`src/rtl/modexp_controller.sv`:
```
// Right-to-left square-and-multiply sequencer computing base^exponent mod modulus
// by issuing one request at a time to an external `modular` reduction unit.
module modexp_controller #(
   parameter int OP_W  = 16,
   parameter int NUM_W = 2 * OP_W
) (
   input  logic             clk,
   input  logic             reset,
   input  logic             start,
   input  logic [OP_W-1:0]  base,
   input  logic [OP_W-1:0]  exponent,
   input  logic [OP_W-1:0]  modulus,
   output logic             busy,
   output logic             done,
   output logic             error,
   output logic [OP_W-1:0]  result,
   output logic             mod_ready,
   output logic [NUM_W-1:0] mod_numerator,
   output logic [NUM_W-1:0] mod_denominator,
   input  logic             mod_done,
   input  logic [NUM_W-1:0] mod_result
);

   typedef enum logic [2:0] {
      S_IDLE,
      S_SCAN,
      S_REQ,
      S_WAIT,
      S_REL,
      S_FINISH
   } state_t;

   typedef enum logic [1:0] {
      OP_BASE,
      OP_MUL,
      OP_SQR
   } op_t;

   state_t          state;
   op_t             op;
   logic [OP_W-1:0] e;
   logic [OP_W-1:0] n;
   logic [OP_W-1:0] b;
   logic [OP_W-1:0] acc;

   logic [NUM_W-1:0] mul_prod;
   logic [NUM_W-1:0] sqr_prod;
   logic [OP_W-1:0]  reduced;
   logic             unused_hi;

   // acc and b are always below n, so both products fit without truncation
   assign mul_prod  = NUM_W'(acc) * NUM_W'(b);
   assign sqr_prod  = NUM_W'(b) * NUM_W'(b);
   assign reduced   = mod_result[OP_W-1:0];
   assign unused_hi = ^mod_result[NUM_W-1:OP_W];

   always_ff @(posedge clk) begin
      if (reset) begin
         state           <= S_IDLE;
         op              <= OP_BASE;
         e               <= '0;
         n               <= '0;
         b               <= '0;
         acc             <= '0;
         busy            <= 1'b0;
         done            <= 1'b0;
         error           <= 1'b0;
         result          <= '0;
         mod_ready       <= 1'b0;
         mod_numerator   <= '0;
         mod_denominator <= '0;
      end else begin
         case (state)
            S_IDLE: begin
               if (start) begin
                  e     <= exponent;
                  n     <= modulus;
                  b     <= base;
                  acc   <= (modulus == OP_W'(1)) ? '0 : OP_W'(1);
                  busy  <= 1'b1;
                  error <= 1'b0;
                  // Division by zero is reported without touching the modular unit
                  if (modulus == '0) begin
                     error  <= 1'b1;
                     result <= '0;
                     done   <= 1'b1;
                     state  <= S_FINISH;
                  end else begin
                     op    <= OP_BASE;
                     state <= S_REQ;
                  end
               end
            end
            S_SCAN: begin
               if (e == '0) begin
                  result <= acc;
                  done   <= 1'b1;
                  state  <= S_FINISH;
               end else begin
                  op    <= e[0] ? OP_MUL : OP_SQR;
                  state <= S_REQ;
               end
            end
            S_REQ: begin
               case (op)
                  OP_MUL:  mod_numerator <= mul_prod;
                  OP_SQR:  mod_numerator <= sqr_prod;
                  default: mod_numerator <= NUM_W'(b);
               endcase
               mod_denominator <= NUM_W'(n);
               mod_ready       <= 1'b1;
               state           <= S_WAIT;
            end
            S_WAIT: begin
               if (mod_done) begin
                  // Clearing e[0] after a multiply lets the next scan square the same bit
                  case (op)
                     OP_MUL: begin
                        acc <= reduced;
                        e   <= {e[OP_W-1:1], 1'b0};
                     end
                     OP_SQR: begin
                        b <= reduced;
                        e <= e >> 1;
                     end
                     default: b <= reduced;
                  endcase
                  mod_ready <= 1'b0;
                  state     <= S_REL;
               end
            end
            S_REL: begin
               if (!mod_done) begin
                  state <= S_SCAN;
               end
            end
            S_FINISH: begin
               done  <= 1'b0;
               busy  <= 1'b0;
               state <= S_IDLE;
            end
            default: state <= S_IDLE;
         endcase
      end
   end

endmodule

```
`config.mk`:
```
export PLATFORM = sky130hd
export DESIGN_NAME = modexp_controller
export DESIGN_NICKNAME = d
export VERILOG_FILES = /design/src/rtl/modexp_controller.sv
export SDC_FILE = /design/constraint.sdc
export NUM_CORES = 1
export LEC_CHECK = 0
export CAP_MARGIN = 10
export CORE_ASPECT_RATIO = 1.2
export CORE_MARGIN = 5
export CORE_UTILIZATION = 45
export CTS_CLUSTER_DIAMETER = 80
export CTS_CLUSTER_SIZE = 20
export DETAILED_ROUTE_END_ITERATION = 10
export HOLD_SLACK_MARGIN = 0.1
export PLACE_DENSITY = 0.65
export SYNTH_ARGS = -nofsm -noshare
export SYNTH_HDL_FRONTEND = slang
export SYNTH_SLANG_ARGS = --single-unit
```
`constraint.sdc`:
```
create_clock -name clk -period 13.1 [get_ports clk]
set_input_delay 2.62 -clock clk [delete_from_list [all_inputs] [get_ports clk]]
set_output_delay 2.62 -clock clk [all_outputs]
set_load 0.05 [all_outputs]
```
==> results.md <==
- H-tree depth reported by CTS: 4
- Kind of capture point of the worst setup path: flip-flop
- Top cells by area, synth: fa_1 33%, dfxtp_1 13%, ha_1 12%
- Total Negative Setup Slacks: 0 ns
- Width of the die: about 210 µm
- Min setup slack post-route: 6.255 ns
- Number of gates resized after cts: 0
- Ys flop type: dfxtp_1
- Period Utilization, post-route: 52.25%
- Tmin final: 6.845 ns
- Clock-pin slew of the registers on the worst-case setup and hold paths: 0.07 ns
- Share of post-route cells with drive strength above 1: between 3 and 4%
- Combined area of all synthesized cells: 0.02155 mm²
- Routed wire per std cell: 19.07 µm
- IO Count: 168
- Netlist cell types: 67
- Cell row count: 87
- Mean area per synthesized cell: 8.425 µm²
- Met2 routed WL: between 30000 and 40000 µm
- Kind of critical path: flip-flop to flip-flop
- Async set-or-reset flop fraction in the synthesized netlist: 0%
- Sum of buffers and inverters on the critical path: 5
- TritonCTS clock tree: done
- Setup repair bufs after CTS: 0
- Full die area: ~0.052 mm²
- Slew at the pin closest to its max-slew limit: 1.156 ns
- Unrepaired setup endpoints after global routing: no
- Count of max-cap constraint violations: 0
- Proportion of netlist area held by the largest area contributor: roughly a third
- CTS Root Buffer Type: clkbuf_16
- F_max: 146.1 MHz
- Number of buffers on the longest clock path: 2
- Yosys warning total: 0
- Clock buffer count from CTS: 17
- Area added between synthesis and finish: 10.87%
- Sink Count: 137
- Total number of nets in the final design: 3248
- CP required: 13.44 ns
- Initial core utilization: 45.62%
- Status: completed
- Slew HR: 22.62%
- Cells on Worst Hold Path: 2
- Routed via count: ~18000
- Placeable core region: 0.04724 mm²
- Uppermost signal routing layer after detailed routing: met4
- Aggregate routed wire length: around 60000 µm
- Share of the yosys chip area belonging to registers: 12.73%
- Vias per std cell: about 5.4
- Biggest fanout along the worst timing path: 28
- Count of flip-flops with a built-in enable after synthesis: 0
- Half-perimeter wire length after detailed placement: 46920 µm
- Initial antenna violation count: 0
- Count of antenna-violating nets left after detailed routing: 0
- Library cell appearing most often on the critical path: fa_1
- Flip-flop and latch count after synthesis: 137
- Global-route wire length before repair: 99050 µm
- Leak Pwr: 11.84 nW
- Vias in the first global route: 18831
- Class of the worst hold path: flip-flop to flip-flop
- CTS Hold Bufs: 0
- Post-route insts no fill: 3237
- Arrival time at the worst endpoint: about 7.2 ns
- Clock latency at the later pin of the worst-skew pair: between 0.4 and 0.5 ns
- Metal3 WL: 4268 µm
- Height of the chip: 249.7 µm
- Number of endpoints with negative hold slack in the final report: 0
- Final-layout fill cell count: between 4000 and 5000
- Cell taking the most area after synthesis: fa_1
- Final Wtd Congestion: 0.9216
- Placed insts: 3204
- Critical-path top delay cell: fa_1
- Area taken by flip-flops and latches: 0.002744 mm²
- Critical path, cell by cell: buf_4 -> inv_1 -> nor2_1 -> ha_1 -> xor2_1 -> fa_1 -> inv_1 -> fa_1 -> fa_1 -> fa_1 -> inv_1 -> fa_1 -> inv_1 -> ha_1 -> a21oi_1 -> nand2_1 -> a2111oi_0 -> o21a_1 -> or2_1 -> o21ai_0 -> a22o_1 -> a211o_1
- Setup violators final: 0
- Max-slew violations: 0
- All-Layer GR Usage: 23.60%
- Pin count of the biggest net entering global routing: 93
- Combined area of the multi-input logic cells: 0.01639 mm²
- Critical path launch point type: flip-flop
- Power density cells: 78.55 mW/mm²
- Remaining global-route overflow: 0
- DRT iter0 DRCs: between 900 and 1000
- Count of buffers inserted at the top-level ports: between 100 and 150
- Number of design rule violations left after detail routing: 0
- WP depth: 22
- Largest stage delay, worst path: 0.54 ns
- Family with the most delay on the worst path: adder cells
- Post-Route M1 WL: approximately 23000 µm
- Number of detailed-routing iterations run before antenna repair: 5
- Diode count: 0
- Total power after layout: 1.877 mW
- Worst-case reg-to-reg path depth: 22
- Synthesized instance count: 2558
- Worst setup slack before clock tree synthesis: roughly 6.3 ns
- Clk_skew: 0.008168 ns
- Peak VDD IR: 0.1072 mV
## kinds of logic (layout without fill, tap and decap cells)
group / Yosys count / in the layout / synth area share (%)
compound gates: 356 / 356 / 10.80
mux: 4 / 4 / 0.1916
xor+xnor: 55 / 55 / 2.235
buf+inv: 640 / 681 / 11.59
simple gates: 802 / 802 / 17.35
flops: 137 / 137 / 12.73
other cells: 1 / 16 / 0.01740
fa+ha+maj: 563 / 563 / 45.09
## cell usage after synthesis (8+ instances only)
library cell / number
inv_1: 488
o21ai_1: 11
nor2_1: 115
and2_1: 154
o21ai_0: 48
nand2_1: 382
xnor2_1: 34
a22oi_1: 23
clkbuf_1: 117
nand3_1: 38
and3_1: 13
a221oi_1: 9
nand3b_1: 20
a311oi_1: 19
buf_2: 8
nand2b_1: 20
fa_1: 356
a21o_1: 20
dfxtp_1: 137
xor2_1: 21
nor4_1: 8
buf_4: 18
a211oi_1: 28
a21oi_1: 120
nand4_1: 12
ha_1: 207
nor3_1: 20
o21a_1: 11
## layout by cell type (no fill, tap or decap), drive strengths merged, types with 16 or more instances in the layout
cell type      count
nand3             38
a211oi            28
ha               207
buf               27
nand2b            20
nand3b            20
dfxtp            137
inv              497
and2             156
o21ai             59
conb              16
a22oi             23
xor2              21
clkbuf            17
a21oi            121
a311oi            19
nor3              20
clkdlybuf4s50    134
xnor2             34
a21o              21
fa               356
nor2             115
nand2            382
## path summary, 6_finish.rpt
kind	start	endpoint	slack, ns
min	mod_denominator[11]	mod_denominator[11]	0.46
max	b[12]	mod_numerator[26]	6.25
min reg2reg	mod_denominator[11]	mod_denominator[11]	0.46
max reg2reg	b[12]	mod_numerator[26]	6.25
## metrics by stage
step	utilization, %	area, µm²	hold slack (ns)
after CTS	50.55	23880	0.4573
final	50.58	23890	0.4568
after global placement	49.28	23280	0.4411
after floorplan	-	21610	0.4322
after global routing	50.58	23890	0.4684
after detailed placement	49.28	23280	0.4443
## sequential cells by signal, indices dropped and copies added (netlist names)
signal / count
op: 2
e: 16
done: 1
result: 16
mod_ready: 1
busy: 1
mod_denominator: 16
acc: 16
mod_numerator: 32
error: 1
b: 16
n: 16
state: 3
## worst min-delay path, stage by stage, from the launching register on
cell     delay [ns]
dfxtp_1        0.31
nand2_1        0.05
a21oi_1        0.05
## area by class of cell
type,instances,area share [%]
Clock buffer,17,1.780
Multi-Input combinational cell,1796,68.59
Clock inverter,15,0.7436
Sequential cell,137,11.48
Timing Repair Buffer,161,6.477
Inverter,488,7.666
Tap cell,623,3.262
## layer usage
layer | up-vias | GRT usage [%]
li1 | 8064 | -
met1 | 8761 | 27.51
met2 | 579 | 42.44
met3 | 154 | 4.484
met4 | 0 | 9.679
met5 | - | 0
## power by group
part | total (mW) | switching (mW) | internal, mW
Sequential | 0.478 | 0.0327 | 0.445
Clock | 0.505 | 0.231 | 0.273
Combinational | 0.894 | 0.585 | 0.309
Total | 1.88 | 0.849 | 1.03
Note: power is estimated with default switching activity, not from simulation.
